**src/rtl/mac_pe_pkg.sv**
```systemverilog
// mac_pe_pkg: shared run-control state encoding and a parameter sanity helper
// for the fixed-point MAC processing element.
package mac_pe_pkg;

    typedef enum logic [1:0] {
        ST_IDLE  = 2'd0,
        ST_RUN   = 2'd1,
        ST_DRAIN = 2'd2,
        ST_DONE  = 2'd3
    } state_e;

    // The accumulator must hold a full product and the result must fit in the accumulator.
    function automatic bit params_legal(input int data_w, input int acc_w, input int out_w);
        return (acc_w >= 2 * data_w) && (out_w <= acc_w) && (out_w >= 1);
    endfunction

endpackage

```
**src/rtl/mac_pe_ram.sv**
```systemverilog
// mac_pe_ram: single-port coefficient RAM. Writes store a packed pair
// (upper half -> even entry, lower half -> odd entry); reads return one
// entry through an output register.
module mac_pe_ram
    import mac_pe_pkg::*;
#(
    parameter int DATA_W     = 16,
    parameter int L_RAM_SIZE = 6
) (
    input  logic                    clk,
    input  logic                    we,
    input  logic [L_RAM_SIZE-2:0]   waddr,
    input  logic [2*DATA_W-1:0]     wdata,
    input  logic                    re,
    input  logic [L_RAM_SIZE-1:0]   raddr,
    output logic [DATA_W-1:0]       rdata
);

    localparam int PAIRS = 2 ** (L_RAM_SIZE - 1);

    logic [2*DATA_W-1:0]   mem [PAIRS];
    logic [L_RAM_SIZE-2:0] addr;
    logic [2*DATA_W-1:0]   word;
    logic [DATA_W-1:0]     rdata_q;

    // One shared address port: the owner never writes and reads in the same cycle.
    assign addr  = we ? waddr : raddr[L_RAM_SIZE-1:1];
    assign word  = mem[addr];
    assign rdata = rdata_q;

    // Storage is deliberately not reset so coefficients survive a reset.
    always_ff @(posedge clk) begin
        if (we) begin
            mem[addr] <= wdata;
        end
        if (re) begin
            rdata_q <= raddr[0] ? word[DATA_W-1:0] : word[2*DATA_W-1:DATA_W];
        end
    end

endmodule

```
**src/rtl/mac_pe_acc.sv**
```systemverilog
// mac_pe_acc: signed fixed-point multiply-accumulate PE with a local
// coefficient RAM, start/len run control and a valid/ready result port.
// Optional build macro MAC_PE_SAT_EN: clamp the result to the signed OUT_W
// range and flag clipping on sat; without it the result wraps and sat is 0.
module mac_pe_acc
    import mac_pe_pkg::*;
#(
    parameter int DATA_W     = 16,
    parameter int L_RAM_SIZE = 6,
    parameter int ACC_W      = 40,
    parameter int OUT_W      = 32,
    parameter int OUT_SHIFT  = 0
) (
    input  logic                    aclk,
    input  logic                    aresetn,
    input  logic                    we,
    input  logic [L_RAM_SIZE-2:0]   waddr,
    input  logic [2*DATA_W-1:0]     din,
    input  logic                    start,
    input  logic [L_RAM_SIZE:0]     len,
    output logic                    busy,
    input  logic [DATA_W-1:0]       ain,
    input  logic                    ain_valid,
    output logic                    ain_ready,
    output logic [OUT_W-1:0]        dout,
    output logic                    dvalid,
    input  logic                    dready,
    output logic                    sat
);

    localparam int PROD_W = 2 * DATA_W;

    if (!params_legal(DATA_W, ACC_W, OUT_W)) begin : g_param_check
        $error("mac_pe_acc: illegal DATA_W/ACC_W/OUT_W combination");
    end

    state_e                    state_q, state_d;
    logic [L_RAM_SIZE:0]       len_q, len_d;
    logic [L_RAM_SIZE-1:0]     k_q, k_d;
    logic                      drain_q, drain_d;
    logic [DATA_W-1:0]         ain_q, ain_d;
    logic                      v1_q, v1_d;
    logic signed [PROD_W-1:0]  prod_q, prod_d;
    logic                      v2_q, v2_d;
    logic signed [ACC_W-1:0]   acc_q, acc_d;
    logic [OUT_W-1:0]          dout_q, dout_d;
    logic                      dvalid_q, dvalid_d;
    logic                      sat_q, sat_d;

    logic [DATA_W-1:0]         coef;
    logic                      xfer;
    logic                      last_xfer;
    logic                      launch;
    logic                      ram_we;
    logic                      load_res;
    logic signed [ACC_W-1:0]   shifted;
    logic [OUT_W-1:0]          res_val;
    logic                      res_sat;

    assign xfer      = (state_q == ST_RUN) && ain_valid;
    assign last_xfer = xfer && ({1'b0, k_q} == (len_q - (L_RAM_SIZE + 1)'(1)));
    assign launch    = (state_q == ST_IDLE) && start && (len != '0);
    assign ram_we    = we && ((state_q == ST_IDLE) || (state_q == ST_DONE));
    assign load_res  = (state_q == ST_DONE) && !dvalid_q;
    assign shifted   = acc_q >>> OUT_SHIFT;

    assign busy      = (state_q != ST_IDLE);
    assign ain_ready = (state_q == ST_RUN);
    assign dout      = dout_q;
    assign dvalid    = dvalid_q;
    assign sat       = sat_q;

    mac_pe_ram #(
        .DATA_W     (DATA_W),
        .L_RAM_SIZE (L_RAM_SIZE)
    ) u_ram (
        .clk   (aclk),
        .we    (ram_we),
        .waddr (waddr),
        .wdata (din),
        .re    (xfer),
        .raddr (k_q),
        .rdata (coef)
    );

`ifdef MAC_PE_SAT_EN
    logic [ACC_W-OUT_W:0] hi_bits;
    logic                 in_range;

    // Clamp to the signed OUT_W range when the shifted accumulator does not fit.
    always_comb begin
        hi_bits  = shifted[ACC_W-1:OUT_W-1];
        in_range = (&hi_bits) || (~|hi_bits);
        res_sat  = !in_range;
        res_val  = shifted[OUT_W-1:0];
        if (!in_range) begin
            res_val = shifted[ACC_W-1] ? {1'b1, {(OUT_W-1){1'b0}}} : {1'b0, {(OUT_W-1){1'b1}}};
        end
    end
`else
    logic unused_hi;

    // Plain wrap-around: keep only the low OUT_W bits of the shifted accumulator.
    always_comb begin
        unused_hi = ^shifted[ACC_W-1:OUT_W];
        res_val   = shifted[OUT_W-1:0];
        res_sat   = 1'b0;
    end
`endif

    // Run control: walk k over the vector, then let the pipeline drain before presenting the result.
    always_comb begin
        state_d = state_q;
        len_d   = len_q;
        k_d     = k_q;
        drain_d = drain_q;
        case (state_q)
            ST_IDLE: begin
                if (launch) begin
                    len_d   = len;
                    k_d     = '0;
                    state_d = ST_RUN;
                end
            end
            ST_RUN: begin
                if (xfer) begin
                    k_d = k_q + L_RAM_SIZE'(1);
                end
                if (last_xfer) begin
                    drain_d = 1'b0;
                    state_d = ST_DRAIN;
                end
            end
            ST_DRAIN: begin
                drain_d = 1'b1;
                if (drain_q) begin
                    state_d = ST_DONE;
                end
            end
            ST_DONE: begin
                if (dvalid_q && dready) begin
                    state_d = ST_IDLE;
                end
            end
            default: state_d = ST_IDLE;
        endcase
    end

    // Datapath: sample register, full-width signed product, then sign-extended accumulation.
    always_comb begin
        ain_d  = xfer ? ain : ain_q;
        v1_d   = xfer;
        prod_d = prod_q;
        if (v1_q) begin
            prod_d = PROD_W'($signed(ain_q)) * PROD_W'($signed(coef));
        end
        v2_d  = v1_q;
        acc_d = acc_q;
        if (launch) begin
            acc_d = '0;
        end else if (v2_q) begin
            acc_d = acc_q + ACC_W'(prod_q);
        end
    end

    // Result port: capture once on entering DONE and hold until the consumer takes it.
    always_comb begin
        dout_d   = dout_q;
        sat_d    = sat_q;
        dvalid_d = dvalid_q;
        if (load_res) begin
            dout_d   = res_val;
            sat_d    = res_sat;
            dvalid_d = 1'b1;
        end else if (dvalid_q && dready) begin
            dvalid_d = 1'b0;
        end
    end

    // All control and datapath registers clear on reset; the RAM is left untouched.
    always_ff @(posedge aclk or negedge aresetn) begin
        if (!aresetn) begin
            state_q  <= ST_IDLE;
            len_q    <= '0;
            k_q      <= '0;
            drain_q  <= 1'b0;
            ain_q    <= '0;
            v1_q     <= 1'b0;
            prod_q   <= '0;
            v2_q     <= 1'b0;
            acc_q    <= '0;
            dout_q   <= '0;
            dvalid_q <= 1'b0;
            sat_q    <= 1'b0;
        end else begin
            state_q  <= state_d;
            len_q    <= len_d;
            k_q      <= k_d;
            drain_q  <= drain_d;
            ain_q    <= ain_d;
            v1_q     <= v1_d;
            prod_q   <= prod_d;
            v2_q     <= v2_d;
            acc_q    <= acc_d;
            dout_q   <= dout_d;
            dvalid_q <= dvalid_d;
            sat_q    <= sat_d;
        end
    end

endmodule

```
**config.mk**
```make
export PLATFORM = sky130hd
export DESIGN_NAME = mac_pe_acc
export DESIGN_NICKNAME = d
export VERILOG_FILES = /design/src/rtl/mac_pe_pkg.sv /design/src/rtl/mac_pe_ram.sv /design/src/rtl/mac_pe_acc.sv
export SDC_FILE = /design/constraint.sdc
export NUM_CORES = 2
export LEC_CHECK = 0
export CAP_MARGIN = 20
export CORE_MARGIN = 2
export CORE_UTILIZATION = 50
export DETAILED_ROUTE_END_ITERATION = 6
export MAX_ROUTING_LAYER = met4
export PLACE_DENSITY = 0.73
export SYNTH_ARGS = -nofsm -noshare
export SYNTH_HDL_FRONTEND = slang
export SYNTH_HIERARCHICAL = 1
export SYNTH_SLANG_ARGS = --single-unit
```
**constraint.sdc**
```tcl
create_clock -name aclk -period 7.7 [get_ports aclk]
set_input_delay 0.77 -clock aclk [delete_from_list [all_inputs] [get_ports aclk]]
set_output_delay 0.77 -clock aclk [all_outputs]
set_load 0.005 [all_outputs]
```
# [Word-level counts from Yosys, hierarchy flattened]
# Memory sizes are Yosys's and may differ from the RTL's.
# Index checks and enable logic that the tools add are counted.
# W data, S select, Z words.
[classes] n_addsub=3 mul=1 n_eq_ne=9 muxes=18 reduce_logical=20
[op_table] cell="$mux W40" count=2
[op_table] cell="$add A40 B32 Y40" count=1
[op_table] cell="$mul A16 B16 Y32" count=1
[op_table] cell="$mux W16" count=1
[op_table] cell="$mux W6" count=2
[op_table] cell="$pmux W6 S2" count=1
[op_table] cell="$reduce_bool A2 Y1" count=5
[op_table] cell="$mux W2" count=4
[op_table] cell="$pmux W2 S4" count=1
[op_table] cell="$eq A6 B7 Y1" count=1
[op_table] cell="$logic_and A1 B1 Y1" count=7
[op_table] cell="$reduce_bool A7 Y1" count=1
[op_table] cell="$sub A7 B1 Y7 const B" count=1
[op_table] cell="$add A6 B1 Y6 const B" count=1
[op_table] cell="$ne A2 B1 Y1 const B" count=3
[op_table] cell="$mux W1" count=5
[op_table] cell="$mux W5" count=1
[op_table] cell="$eq A2 B2 Y1 const B" count=2
[op_table] cell="$ne A2 B2 Y1 const B" count=2
[op_table] cell="$reduce_and A2 Y1" count=2
[op_table] cell="$reduce_and A4 Y1" count=1
[op_table] cell="$reduce_and A3 Y1" count=1
[op_table] cell="$eq A2 B1 Y1 const B" count=1
[op_table] cell="$logic_not A2 Y1" count=1
[op_table] cell="3 further kinds" count=3
[totals] regBits=155 mem_bits_rw=1024 in_bits=66 output_inout_bits=36 mem_count=1
[mem_list] memory="u_ram.mem" words=32 width=32 read_ports=1 rd_ports_with_merged_regs=0 wr=1 line="mac_pe_ram.sv:21" rtl="logic [2*DATA_W-1:0] mem [PAIRS];"

# [Longest topological paths before layout]
# An unclocked memory read counts as a cell.
[depth] ltp_word=6 ltp_mapped=24

# [Hierarchy]
# Netlist, hierarchy kept.
[by_module_without_submodules] module="mac_pe_ram" instances=1 cells_per_inst=2159 area_each_um2=39391.5 seq_area_each_um2=31230.0
[by_module_without_submodules] module="mac_pe_acc" instances=1 cells_per_inst=1704 area_each_um2=16728.5 seq_area_each_um2=3278.1

# [Worst setup path after synthesis]
# No wires, ideal clock.
[synth_timing] kind="register -> register" start="register ain_q[15]" end="register prod_q[31]" setup_ps=125 t_arrival_ps=6132 required_time_ps=7575 path_slack_ps=1443 path_stages_with_launch=22 n_path_buf=1 synth_period_minus_slack_ps=6257 path_cell_list="dfrtp_1 > clkbuf_1 > nand2_1 > inv_1 > fa_1 > fa_1 > fa_1 > fa_1 > fa_1 > inv_1 > fa_1 > inv_1 > ha_1 > and3_1 > and2_1 > a221oi_1 > nand2_1 > o221ai_2 > o21ai_0 > a21oi_1 > xnor2_1 > mux2_2"
[synth_via] elab_chain_cells=1
[synth_rtl] item="start: declaration" line="mac_pe_acc.sv:41" rtl="logic [DATA_W-1:0] ain_q, ain_d;"
[synth_rtl] item="start signal: assignment" line="mac_pe_acc.sv:200" rtl="ain_q <= ain_d;"
[synth_rtl] item="$mul A16 B16 Y32" line="mac_pe_acc.sv:155" rtl="prod_d = PROD_W'($signed(ain_q)) * PROD_W'($signed(coef));"
[synth_rtl] item="end signal: assignment" line="mac_pe_acc.sv:202" rtl="prod_q <= prod_d;"
[synth_rtl] item="end: declaration" line="mac_pe_acc.sv:43" rtl="logic signed [PROD_W-1:0] prod_q, prod_d;"
# No other way between the ends.
# A chain may end at the register's enable or synchronous reset.

# [Worst setup path after layout]
[layout_timing] start="register u_ram.rdata_q[1] (netlist: u_ram/rdata[1])" end="register prod_q[31]"
[layout_via] elab_chain_cells=1
[layout_rtl] item="start: declaration" line="mac_pe_ram.sv:24" rtl="logic [DATA_W-1:0] rdata_q;"
[layout_rtl] item="start signal: assignment" line="mac_pe_ram.sv:37" rtl="rdata_q <= raddr[0] ? word[DATA_W-1:0] : word[2*DATA_W-1:DATA_W];"
[layout_rtl] item="$mul A16 B16 Y32" line="mac_pe_acc.sv:155"
# No other way between the ends.

==> results.json <==
{
  "tightest_slew_ns": 1.165,
  "grt_max_degree": 68,
  "drtAntennaViolNets": 0,
  "post-dp-hpwl_um": 88480,
  "io_buffers": 100,
  "via_count": 34450,
  "yosysWarnings": 6,
  "slew_viol_final": 0,
  "cts_max_level": 3,
  "synth-seq-cells": 1171,
  "drt-wirelength-per-cell_um": 26.51,
  "fp-row-count": 122,
  "async_flop_share_pct": 11.19,
  "cts-buffers-inserted": 115,
  "die_w_um": 339.0,
  "slowest_stage": "fa_1",
  "worstPathArrival_ns": 7.39,
  "crit_path_frequent_cell": "fa_1",
  "multiInputGateArea_sq_um": 19770,
  "fmax_mhz": 146.5,
  "cpPeakStageDelay_ns": 0.90,
  "io_pins": 102,
  "report.final.hold_viol_count": 0,
  "grt_pass1_wl_um": 220700,
  "initial_core_util_pct": 50.57,
  "clk_pin_slew_ns": 0.06,
  "clk_path_buf_depth": 3,
  "routed_wl_um": 147000,
  "core_area_sq_um": 111000,
  "syn_inst": 3863,
  "layout.nets": 4405,
  "relSlewSlack_pct": 22.30,
  "gr-total-overflow": 0,
  "antenna_found_initial": 10,
  "vias_per_cell": 6.211,
  "cts.sinks": 1171,
  "yosysTopAreaCell": "edfxtp_1",
  "fillerInstances": 8536,
  "die-area_sq_um": 114900,
  "cts_hold_buf": 0,
  "critical_path_class": "flip-flop to flip-flop",
  "clockRootBuffer": "clkbuf_16",
  "worstSetupStartpointType": "flip-flop",
  "period_share_pct": 88.65,
  "critPathRequiredTime_ns": 8.26,
  "insertion_delay_ns": 0.74,
  "synthTopCellsByArea": "edfxtp_1, fa_1, dfrtp_1",
  "drc": 0,
  "synth_edf_count": 1040,
  "area_growth_pct": 12.25,
  "r2r.worst_path.cells": 20,
  "yosysTopAreaCellShare_pct": 55.65,
  "rsz0062_at_grt": "false",
  "critPathMaxFanout": 16,
  "ctsResizeCount": 0,
  "final_layout_size_suffix_gt1_share_pct": 11.80,
  "finalWeightedCongestion": 0.9000,
  "die_h_um": 339.0,
  "setup_tns_ns": 0,
  "drt_iter0_drc": 3962,
  "seqCellArea_sq_um": 34510,
  "drtPass1Iterations": 6,
  "path_cells": "nand2_1 -> inv_1 -> fa_1 -> fa_1 -> fa_1 -> fa_1 -> fa_1 -> inv_1 -> fa_1 -> inv_1 -> ha_1 -> and3_1 -> and2_1 -> a221oi_1 -> nand2_1 -> o221ai_2 -> o21ai_0 -> a21oi_1 -> xnor2_1 -> mux2_2",
  "postCtsSetupRepairBufs": 0,
  "synth.distinct_cells": 91,
  "netlist_area_sq_um": 56120,
  "status": "finished, final reports clean",
  "setup_viol": 0,
  "syn-num-nets": 4312,
  "min_period_ns": 6.826,
  "endpoint_kind": "flip-flop",
  "drv_cap": 0,
  "synth_seq_area_share_pct": 61.49,
  "cts_tree": "yes",
  "grt_usage_pct": 26.42,
  "syn-mean-instance-area_sq_um": 14.53,
  "hp-class": "input port to async pin",
  "finClkSkew_ns": 0.08190,
  "synth_flop_cell": "edfxtp_1",
  "grt_pass1_vias": 34440
}
## placed cells by master, fill, tap and decap left out, drive strengths merged, types with 17 or more instances in the layout
cell	count
o22ai	17
nand2	168
xor2	17
nor2	105
a2111oi	27
mux2	74
mux4	72
inv	338
clkbuf	143
ha	120
nand4	18
a21o	37
clkdlybuf4s50	99
a22oi	187
nand3	23
o21ai	298
nor4	19
mux2i	88
a21oi	172
edfxtp	1040
xnor2	55
a41oi	55
clkinv	54
dfrtp	131
and2	126
fa	263
buf	86
## synth_stat cells, types with 6 or more instances
cell and number:
xor2_1 17, nor2b_1 15, buf_1 9, a211oi_1 13
inv_1 333, xnor2_1 55, and3_1 12, o21a_1 6
o221ai_1 11, a22oi_1 186, o21ai_1 20, clkbuf_1 144
fa_1 263, o21bai_1 10, and2_1 125, a22o_1 6
ha_1 120, a2111oi_0 24, o2111a_1 10, nand3_1 23
o22ai_1 16, nand4_1 18, a31oi_1 11, a41oi_1 53
nor2_1 105, mux2i_1 87, dfrtp_1 131, nand2_1 168
mux4_2 72, nor3_1 16, o21ai_0 278, nand2b_1 15
nor4_1 18, buf_2 43, buf_6 8, a21o_1 36
mux2_2 73, a21oi_1 172, edfxtp_1 1040
## final cells by class
type	instances	share of cell area (%)
timing repair buffer	187	2.937
inverter	333	1.984
multi-input combinational	2148	31.39
tap	1488	2.955
clock inverter	72	1.210
sequential	1171	54.78
clock buffer	141	4.723
antenna	6	0.02383
## critical path: cells and delay by family, from the launching register on
kind                     cells  cell delay, ns
AO/OA/AOI/OAI                4            0.88
XOR/XNOR                     1            0.08
adder cells (fa/ha/maj)      7            3.87
buffers and inverters        3            0.20
flip-flops                   1            0.63
multiplexers                 1            0.27
AND/OR/NAND/NOR              4            0.73
## registers in the layout (all words and copies together) (netlist names)
register     cells
dout            32
len_q            7
v2_q             1
u_ram/mem     1024
prod_q          32
state_q          2
ain_q           16
dvalid           1
acc_q           32
u_ram/rdata     16
v1_q             1
drain_q          1
k_q              6
## path summary, 6_finish.rpt
path                                          start                     end  slack, ns
min in group aclk               dout[8]$_DFFE_PN0P_     dout[8]$_DFFE_PN0P_       0.50
max in group asynchronous                   aresetn      k_q[0]$_DFFE_PN0P_       6.20
hold / removal                              aresetn    ain_q[3]$_DFFE_PN0P_       0.04
setup reg to reg           u_ram/rdata[1]$_DFFE_PP_  prod_q[31]$_DFFE_PN0P_       0.87
hold reg to reg                 dout[8]$_DFFE_PN0P_     dout[8]$_DFFE_PN0P_       0.50
setup / recovery           u_ram/rdata[1]$_DFFE_PP_  prod_q[31]$_DFFE_PN0P_       0.87
## cells by family (layout without fill, tap and decap cells)
kind of cell,Yosys count,after routing,synth area share (%)
simple gates,554,554,4.994
mux,234,234,5.957
flops,1171,1171,61.49
xor+xnor,72,72,1.124
buf+inv,544,733,3.895
compound gates,904,904,10.48
other cells,1,7,0.006682
fa+ha+maj,383,383,12.06
## per-stage QoR
stage / std cells / area, sq um / hold WS, ns / utilization, % / worst slack (ns)
floorplan: 3863 / 56120 / 0.3704 / - / 1.443
global placement: 5317 / 59000 / 0.4914 / 53.16 / 1.057
detailed placement: 5318 / 59030 / 0.4888 / 53.19 / 0.9655
CTS: 5531 / 62760 / 0.02048 / 56.56 / 0.8769
global route: 5546 / 63000 / 0.06599 / 56.77 / 0.4481
finish: 5546 / 63000 / 0.04244 / 56.77 / 0.8738
## routing by layer
metal	GRT usage, %	share of wire [%]	vias up
met5	-	0	-
met4	11.91	5.1	0
met1	33.19	36	17430
met2	41.80	48	2054
li1	-	-	14560
met3	5.159	11	399
Power is not shown: default switching activity piles up to over one toggle a cycle in this logic, so the estimate is an artifact.
